## config.mk

```make
export PLATFORM = sky130hd
export DESIGN_NAME = mbox_wr_arbiter_flat
export DESIGN_NICKNAME = d
export VERILOG_FILES = /design/src/rtl/mbox_wr_arbiter_pkg.sv /design/src/rtl/mbox_wr_arbiter_if.sv /design/src/rtl/mbox_wr_arbiter_rr.sv /design/src/rtl/mbox_wr_arbiter.sv /design/src/flat_wrapper.sv
export SDC_FILE = /design/constraint.sdc
export NUM_CORES = 1
export LEC_CHECK = 0
export BUFFER_PORTS_ARGS = -buffer_cell sky130_fd_sc_hd__clkbuf_2
export CAP_MARGIN = 10
export CORE_MARGIN = 1
export CORE_UTILIZATION = 23
export DETAILED_ROUTE_END_ITERATION = 16
export GPL_TIMING_DRIVEN = 0
export PLACE_DENSITY_LB_ADDON = 0.08
export SKIP_CTS_REPAIR_TIMING = 1
export SYNTH_ARGS = -nofsm -noshare
export SYNTH_HDL_FRONTEND = slang
export SYNTH_SLANG_ARGS = --single-unit
```

## constraint.sdc

```tcl
create_clock -name wb_clk_i -period 4.3 [get_ports wb_clk_i]
set_clock_uncertainty 0.2 [all_clocks]
set_input_delay 0.86 -clock wb_clk_i [delete_from_list [all_inputs] [get_ports wb_clk_i]]
set_output_delay 0.86 -clock wb_clk_i [all_outputs]
set_load 0.05 [all_outputs]
```

## src/rtl/mbox_wr_arbiter_pkg.sv

```systemverilog
// Shared types and constants for the mailbox write arbiter.
// MBOX_ARB_HDR_EN adds the HDR state that prefixes each packet with a tag byte.
package mbox_arb_pkg;

    localparam int BYTES_PER_WORD = 4;
    localparam logic [3:0] HDR_TAG = 4'hF;
    localparam int MAX_REQ = 16;
    localparam int WORD_W = 32;
    localparam int BYTE_W = 8;

`ifdef MBOX_ARB_HDR_EN
    typedef enum logic [1:0] {
        ST_IDLE  = 2'd0,
        ST_GET   = 2'd1,
        ST_SHIFT = 2'd2,
        ST_HDR   = 2'd3
    } state_t;
`else
    typedef enum logic [1:0] {
        ST_IDLE  = 2'd0,
        ST_GET   = 2'd1,
        ST_SHIFT = 2'd2
    } state_t;
`endif

    function automatic int idx_width(input int n);
        return (n > 1) ? $clog2(n) : 1;
    endfunction

endpackage

```

## src/rtl/mbox_wr_arbiter_if.sv

```systemverilog
// Requester word ports and mailbox byte port of the write arbiter.
interface mbox_wr_arbiter_if #(
    parameter int N_REQ = 2
);
    import mbox_arb_pkg::*;

    logic [N_REQ-1:0]        req_valid_i;
    logic [N_REQ-1:0]        req_last_i;
    logic [N_REQ*WORD_W-1:0] req_dat_i;
    logic [N_REQ-1:0]        req_ready_o;
    logic [N_REQ-1:0]        grant_o;
    logic                    busy_o;
    logic                    mbox_wr_o;
    logic [BYTE_W-1:0]       mbox_do_o;
    logic                    mbox_full_i;

    modport master (
        output req_valid_i, req_last_i, req_dat_i, mbox_full_i,
        input  req_ready_o, grant_o, busy_o, mbox_wr_o, mbox_do_o
    );

    modport slave (
        input  req_valid_i, req_last_i, req_dat_i, mbox_full_i,
        output req_ready_o, grant_o, busy_o, mbox_wr_o, mbox_do_o
    );

endinterface

```

## src/rtl/mbox_wr_arbiter_rr.sv

```systemverilog
// Combinational round-robin pick: first requester at or above rr_ptr, with wrap.
module rr_arbiter
    import mbox_arb_pkg::*;
#(
    parameter int N_REQ = 2,
    parameter int IDXW  = idx_width(N_REQ)
) (
    input  logic [N_REQ-1:0] req,
    input  logic [IDXW-1:0]  rr_ptr,
    output logic [N_REQ-1:0] gnt,
    output logic [IDXW-1:0]  idx,
    output logic             any
);

    int unsigned     pos;
    logic [IDXW-1:0] pos_idx;

    always_comb begin
        gnt     = '0;
        idx     = '0;
        any     = 1'b0;
        pos     = 0;
        pos_idx = '0;
        for (int unsigned i = 0; i < N_REQ; i++) begin
            pos = int'(rr_ptr) + i;
            if (pos >= N_REQ) begin
                pos = pos - N_REQ;
            end
            pos_idx = IDXW'(pos);
            if (!any && req[pos_idx]) begin
                any          = 1'b1;
                gnt[pos_idx] = 1'b1;
                idx          = pos_idx;
            end
        end
    end

endmodule

```

## src/rtl/mbox_wr_arbiter.sv

```systemverilog
// Round-robin packet arbiter serialising 32-bit requester words onto the mailbox byte port.
// Define MBOX_ARB_HDR_EN to prefix each packet with header byte {4'hF, requester index}.
module mbox_wr_arbiter
    import mbox_arb_pkg::*;
#(
    parameter int N_REQ  = 2,
    parameter int WB_DW  = 32,
    parameter int WOU_DW = 8
) (
    input logic              wb_clk_i,
    input logic              wb_rst_i,
    mbox_wr_arbiter_if.slave bus
);

    localparam int IDXW = idx_width(N_REQ);

    state_t           state_q, state_d;
    logic [WB_DW-1:0] buf_q;
    logic [1:0]       byte_cnt_q;
    logic             last_q;
    logic [N_REQ-1:0] grant_q;
    logic [IDXW-1:0]  idx_q;
    logic [IDXW-1:0]  rr_ptr_q;

    logic [N_REQ-1:0] pick_gnt;
    logic [IDXW-1:0]  pick_idx;
    logic             pick_any;
    logic [IDXW-1:0]  sel_idx;
    logic [WB_DW-1:0] sel_word;
    logic             sel_last;
    logic             load;
    logic             shift;
    logic             done;

    rr_arbiter #(.N_REQ(N_REQ)) u_rr (
        .req    (bus.req_valid_i),
        .rr_ptr (rr_ptr_q),
        .gnt    (pick_gnt),
        .idx    (pick_idx),
        .any    (pick_any)
    );

    // In IDLE the word comes from the fresh winner; later words from the packet owner.
    assign sel_idx  = (state_q == ST_IDLE) ? pick_idx : idx_q;
    assign sel_word = bus.req_dat_i[sel_idx*WB_DW +: WB_DW];
    assign sel_last = bus.req_last_i[sel_idx];

    assign bus.grant_o = grant_q;
    assign bus.busy_o  = (state_q != ST_IDLE);

    always_comb begin
        state_d         = state_q;
        bus.req_ready_o = '0;
        bus.mbox_wr_o   = 1'b0;
        bus.mbox_do_o   = buf_q[WOU_DW-1:0];
        load            = 1'b0;
        shift           = 1'b0;
        done            = 1'b0;
        case (state_q)
            ST_IDLE: begin
                if (pick_any) begin
                    bus.req_ready_o = pick_gnt;
                    load            = 1'b1;
`ifdef MBOX_ARB_HDR_EN
                    state_d         = ST_HDR;
`else
                    state_d         = ST_SHIFT;
`endif
                end
            end
            ST_GET: begin
                bus.req_ready_o = grant_q;
                if (|(bus.req_valid_i & grant_q)) begin
                    load    = 1'b1;
                    state_d = ST_SHIFT;
                end
            end
            ST_SHIFT: begin
                bus.mbox_wr_o = ~bus.mbox_full_i;
                if (!bus.mbox_full_i) begin
                    shift = 1'b1;
                    if (byte_cnt_q == 2'(BYTES_PER_WORD - 1)) begin
                        if (last_q) begin
                            done    = 1'b1;
                            state_d = ST_IDLE;
                        end else begin
                            state_d = ST_GET;
                        end
                    end
                end
            end
`ifdef MBOX_ARB_HDR_EN
            ST_HDR: begin
                bus.mbox_wr_o = ~bus.mbox_full_i;
                bus.mbox_do_o = {HDR_TAG, 4'(idx_q)};
                if (!bus.mbox_full_i) begin
                    state_d = ST_SHIFT;
                end
            end
`endif
            default: state_d = ST_IDLE;
        endcase
    end

    always_ff @(posedge wb_clk_i or posedge wb_rst_i) begin
        if (wb_rst_i) begin
            state_q    <= ST_IDLE;
            buf_q      <= '0;
            byte_cnt_q <= '0;
            last_q     <= 1'b0;
            grant_q    <= '0;
            idx_q      <= '0;
            rr_ptr_q   <= '0;
        end else begin
            state_q <= state_d;
            if (load) begin
                buf_q      <= sel_word;
                last_q     <= sel_last;
                byte_cnt_q <= '0;
                if (state_q == ST_IDLE) begin
                    grant_q <= pick_gnt;
                    idx_q   <= pick_idx;
                end
            end else if (shift) begin
                buf_q      <= buf_q >> WOU_DW;
                byte_cnt_q <= byte_cnt_q + 2'd1;
            end
            if (done) begin
                grant_q  <= '0;
                rr_ptr_q <= (idx_q == IDXW'(N_REQ - 1)) ? '0 : idx_q + 1'b1;
            end
        end
    end

endmodule
```

## src/flat_wrapper.sv

```systemverilog
// flat-port wrapper written by rule: the top's interface ports become plain ports
module mbox_wr_arbiter_flat import mbox_arb_pkg::*;
#(
    parameter int N_REQ  = 2,
    parameter int WB_DW  = 32,
    parameter int WOU_DW = 8
)
  (wb_clk_i, wb_rst_i, bus_req_valid_i, bus_req_last_i, bus_req_dat_i, bus_mbox_full_i, bus_req_ready_o, bus_grant_o, bus_busy_o, bus_mbox_wr_o, bus_mbox_do_o);
  mbox_wr_arbiter_if #(.N_REQ(N_REQ)) bus_i ();
  input logic wb_clk_i;
  input logic wb_rst_i;
  input wire logic [$bits(bus_i.req_valid_i)-1:0] bus_req_valid_i;
  input wire logic [$bits(bus_i.req_last_i)-1:0] bus_req_last_i;
  input wire logic [$bits(bus_i.req_dat_i)-1:0] bus_req_dat_i;
  input wire logic [$bits(bus_i.mbox_full_i)-1:0] bus_mbox_full_i;
  output wire logic [$bits(bus_i.req_ready_o)-1:0] bus_req_ready_o;
  output wire logic [$bits(bus_i.grant_o)-1:0] bus_grant_o;
  output wire logic [$bits(bus_i.busy_o)-1:0] bus_busy_o;
  output wire logic [$bits(bus_i.mbox_wr_o)-1:0] bus_mbox_wr_o;
  output wire logic [$bits(bus_i.mbox_do_o)-1:0] bus_mbox_do_o;
  assign bus_i.req_valid_i = bus_req_valid_i;
  assign bus_i.req_last_i = bus_req_last_i;
  assign bus_i.req_dat_i = bus_req_dat_i;
  assign bus_i.mbox_full_i = bus_mbox_full_i;
  assign bus_req_ready_o = bus_i.req_ready_o;
  assign bus_grant_o = bus_i.grant_o;
  assign bus_busy_o = bus_i.busy_o;
  assign bus_mbox_wr_o = bus_i.mbox_wr_o;
  assign bus_mbox_do_o = bus_i.mbox_do_o;
  mbox_wr_arbiter #(.N_REQ(N_REQ), .WB_DW(WB_DW), .WOU_DW(WOU_DW)) u_core (.wb_clk_i(wb_clk_i), .wb_rst_i(wb_rst_i), .bus(bus_i));
endmodule
```

==> metrics.yaml, run 1 <==
outcome: "completed"
yosys.area_share.adder_pct: 0.491
relSlewSlack_pct: 59.8
cts_tree: "yes"
yosys.area.top_type: "dfrtp_1"
multi_input_area_um2: 1320
synth_most_common_cell: "mux2i_1"
die_y_um: 107
switchingPower_uw: 923
async_reset_ff_share_pct: 100
cap_viol_max_count: 0
hold_violations: 0
synth_edf_count: 0
grt_remaining_overflow: 0
vias: 1910
p_comb_share_pct: 56.0
dpl.hpwl_mm: 4.82
end_kind: "output pin"
h-tree-depth: 2
io_buffer_count: 84
core_area_um2: 10800
utilization_pct: 30.0
period_minus_slack_ns: 2.96
rows: 38
crit_path_max_fanout: 10
fillerInstances: 1167
cts_buffers: 5
clkTransAtPathRegs_ns: 0.08
clock_latency_ns: 0.29
power_leakage_nw: 1.82
drc: 0
crit_slowest_cell: "dfrtp_1"
drt-total-wl_mm: 6.45
areaGrowthSynthToFinish_pct: 27.5
start_util_pct: 23.5
ioPinCount: 85
n_antenna_cell: 0
synth_compound_area_share_pct: 8.05
synthCells: 213
seqCellArea_um2: 1030
switching_share_pct: 42.9
pwr-share-seq_pct: 32.0
antenna_found_initial: 0
die_w_um: 107
yosys-top-cells-area: "dfrtp_1 40%, mux2i_1 31%, mux2_2 4.0%"
clockBufferDepth: 2
vias_per_cell: 4.29
netlist.area_leader.share_pct: 40.3
hp-class: "reg -> reg"
synth-main-ff-cell: "dfrtp_1"
ys_seq_elements: 41
rrSetupSlack_ns: 2.12
drt_pass1_iterations: 4
clkPwrFrac_pct: 12.0
tns_ns: 0
yosys_warnings: 0
grt_max_degree: 30
path_class: "reg -> out"
finalMaxSlewViolations: 0
p_int_mw: 1.23
track_usage_pct: 11.6
worstMarginPinSlew_ns: 0.604
setup-violations-final: 0
antenna_left: 0
cpLargestDelayFamily: "buffers and inverters"
ys_seq_area_share_pct: 40.3
max_freq_mhz: 338
syn_area_um2: 2550
synthMuxAreaShare_pct: 35.8
die_area_um2: 11500
required_ns: 3.24
critPathLaunchType: "flop"
synth_cell_types: 37
syn_area_per_cell_um2: 12.0
synth_commonest_cells: "80 x mux2i_1, 41 x dfrtp_1, 17 x nand2_1"
cts_root_buf: "clkbuf_8"
drive_above_1_share_pct: 41.6
cts_num_sinks: 41
place.gp.congestion: 0.762
grt_pass1_vias: 1924
grt_pass1_wl_mm: 10.1
power.density_nw_per_um2: 662
drtIter0Drc: 77
final_nets: 377
wl_per_cell_um: 14.5
synth_top_family_by_area: "multiplexers"
synth_xor_area_share_pct: 0.344
min_period_over_period_pct: 68.9
max_stage_delay_ns: 0.51
synth_fp_nets: 285
vdd_drop_max_mv: 0.247
critPathMostFrequentCell: "buf_12"
cp.arrival_ns: 1.90
crit_path_cell_trace: "and2b_4, nand2b_4, buf_12, inv_12, buf_12, clkbuf_2"
critPathBufInv: 4
rsz0062_at_grt: "no"
yosys.area_share.simple_pct: 6.87
## flip-flops by register name, summed over array words and instances, names as in the netlist
name and flops:
u_core.idx_q 1, u_core.rr_ptr_q 1, u_core.bus.grant_o 2, u_core.byte_cnt_q 2, u_core.last_q 1, u_core.buf_q 32
u_core.state_q 2
## cell families (layout without fill, tap and decap cells)
logic type               after synthesis  count (layout)
AO/OA/AOI/OAI                         25              25
XOR/XNOR                               1               1
adder cells (fa/ha/maj)                1               1
buffers and inverters                 24             116
flip-flops                            41              41
multiplexers                          90              90
AND/OR/NAND/NOR                       31              31
## metal layers
metal  routed length, um  GRT usage, %  vias up
li1                    -             -      967
met1                3200          15.9      880
met3                 314          2.85        5
met2                2870          18.3       58
met5                   0             0        -
met4                  70          2.94        0
## through the flow
stage | setup slack (ns) | hold slack (ns) | area, um2 | cells | total power [mW]
global route | 1.27 | 0.315 | 3250 | 445 | 2.31
detailed placement | 1.44 | 0.290 | 3160 | 438 | 1.93
finish | 1.34 | 0.298 | 3250 | 445 | 2.15
CTS | 1.32 | 0.302 | 3250 | 445 | 2.20
floorplan | 1.35 | 0.257 | 2550 | 213 | 1.64
global placement | 1.44 | 0.297 | 3140 | 437 | 1.91
## area by class of cell
class	instances	share of cell area, %
Tap cell	140	5.39
Inverter	4	0.847
Buffer	20	5.54
Clock buffer	7	2.66
Sequential cell	41	31.6
Multi-Input combinational cell	148	40.5
Timing Repair Buffer	85	13.5
## layout by cell type, fill, tap and decap left out, drive strengths merged, types with 2 or more instances in the layout
cell type  synthesis  layout
a22oi              2       2
o21ai              4       4
nand3              3       3
a222oi             8       8
and2               2       2
a21o               2       2
mux2i             80      80
mux2              10      10
buf               18      19
nand2             17      17
a21oi              4       4
nand2b             2       2
inv                4       4
dfrtp             41      41
nor2               2       2
clkbuf             2      93
## worst paths after layout
path / from / to / depth (start not counted)
worst max register to register: u_core.state_q[1] / u_core.last_q / 5
worst min register to register: u_core.last_q / u_core.state_q[0] / 1
worst max-delay path: u_core.state_q[0] / bus_mbox_wr_o / 6
min in group asynchronous: wb_rst_i / u_core.buf_q[8] / 2
worst min-delay path: u_core.last_q / u_core.state_q[0] / 1
max in group asynchronous: wb_rst_i / u_core.buf_q[31] / 3
## power groups by stage
stage               combinational [mW]  sequential (mW)  clock [mW]
finish                            1.20            0.689       0.258
global route                      1.31            0.715       0.288
CTS                               1.23            0.694       0.273
floorplan                        0.950            0.688           0
detailed placement                1.23            0.701           0
global placement                  1.21            0.700           0
(Power assumes the default switching activity.)
==> run 2: changes to the inputs <==
Clock period 4.3 ns to 2.7 ns, I/O delays scaled along.
==> metrics.yaml, run 2 (synthesized netlist as in run 1, its figures left out) <==
clockBufferDepth: 2
switching_share_pct: 42.9
power_leakage_nw: 1.83
die_y_um: 107
cts_buffers: 5
h-tree-depth: 2
hp-class: "reg -> reg"
place.gp.congestion: 0.762
setup-violations-final: 0
critPathBufInv: 4
antenna_found_initial: 0
dpl.hpwl_mm: 4.82
outcome: "completed"
rows: 38
crit_path_cell_trace: "and2b_4, nand2b_4, buf_12, inv_12, buf_12, buf_2"
io_buffer_count: 84
required_ns: 1.96
min_period_over_period_pct: 97.3
clkPwrFrac_pct: 12.0
vias_per_cell: 4.30
critPathLaunchType: "flop"
critPathMostFrequentCell: "buf_12"
pwr-share-seq_pct: 32.0
cts_root_buf: "clkbuf_8"
multi_input_area_um2: 1320
power.density_nw_per_um2: 1050
wl_per_cell_um: 14.5
die_w_um: 107
relSlewSlack_pct: 59.4
p_int_mw: 1.96
clock_latency_ns: 0.29
n_antenna_cell: 0
hold_violations: 0
drive_above_1_share_pct: 41.5
vdd_drop_max_mv: 0.394
final_common_cell: "clkbuf_2"
grt_pass1_vias: 1924
fin_ws_ns: 0.0730
track_usage_pct: 11.6
crit_slowest_cell: "dfrtp_1"
hold_slack_ns: 0.298
start_util_pct: 23.5
rsz0062_at_grt: "no"
cts_tree: "yes"
fillerInstances: 1169
switchingPower_mw: 1.47
grt_remaining_overflow: 0
cap_viol_max_count: 0
areaGrowthSynthToFinish_pct: 27.9
drtIter0Drc: 81
drc: 0
p_comb_share_pct: 56.0
period_minus_slack_ns: 2.63
grt_max_degree: 30
layout_common_cells: "83 x clkbuf_2, 80 x mux2i_1, 41 x dfrtp_1"
drt_pass1_iterations: 4
clkTransAtPathRegs_ns: 0.08
seqCellArea_um2: 1030
finalMaxSlewViolations: 0
crit_path_max_fanout: 10
vias: 1919
max_stage_delay_ns: 0.51
utilization_pct: 30.1
tns_ns: 0
largest_reg_flops: 32
final_nets: 378
worstMarginPinSlew_ns: 0.610
rrSetupSlack_ns: 0.52
fin_total_pwr_mw: 3.43
antenna_left: 0
core_area_um2: 10800
cts_num_sinks: 41
drt-total-wl_mm: 6.48
path_class: "reg -> out"
die_area_um2: 11500
grt_pass1_wl_mm: 10.1
cp.arrival_ns: 1.89
ioPinCount: 85
max_freq_mhz: 381
end_kind: "output pin"
cpLargestDelayFamily: "buffers and inverters"
top_register: "u_core.buf_q"
place_ws_ns: 0.371
-- run 2: cell count changes in the layout (fill, tap and decap cells not counted) --
cell | before | now
clkbuf_2 | 84 | 83
dlygate4sd3_1 | 0 | 1
buf_2 | 1 | 2
-- run 2: per-layer routing --
metal | GRT usage [%] | wire length [um] | vias up
li1 | - | - | 969
met1 | 15.9 | 3220 | 887
met2 | 18.3 | 2880 | 58
met3 | 2.85 | 314 | 5
met4 | 2.94 | 70 | 0
met5 | 0 | 0 | -
-- run 2: area by class of cell --
class	instances	area share [%]
plain buffers	20	5.53
clock buffers	7	2.65
inverters	4	0.844
multi-input cells	148	40.3
flip-flops and latches	41	31.5
well taps	140	5.37
repair buffers	86	13.8
-- run 2: final timing paths --
kind	startpoint	endpoint	cells past startpoint
worst max-delay path	u_core.state_q[0]	bus_mbox_wr_o	6
worst min-delay path	u_core.last_q	u_core.state_q[0]	1
worst max register to register	u_core.state_q[1]	u_core.last_q	5
worst min register to register	u_core.last_q	u_core.state_q[0]	1
max in group asynchronous	wb_rst_i	u_core.buf_q[31]	4
min in group asynchronous	wb_rst_i	u_core.buf_q[8]	3
-- run 2: power groups by stage --
stage,clock [mW],combinational [mW],sequential (mW)
3_5_place_dp,0,1.95,1.12
3_3_place_gp,0,1.93,1.11
4_1_cts,0.434,1.96,1.10
6_report,0.411,1.92,1.10
2_1_floorplan,0,1.51,1.10
5_1_grt,0.459,2.08,1.14
-- run 2: per-stage QoR --
| stage | std cells | cell area [um2] |
|---|---|---|
| final | 446 | 3260 |
| after global routing | 446 | 3260 |
| after CTS | 445 | 3250 |
| after detailed placement | 438 | 3160 |
| after global placement | 437 | 3140 |
| after floorplan | 213 | 2550 |
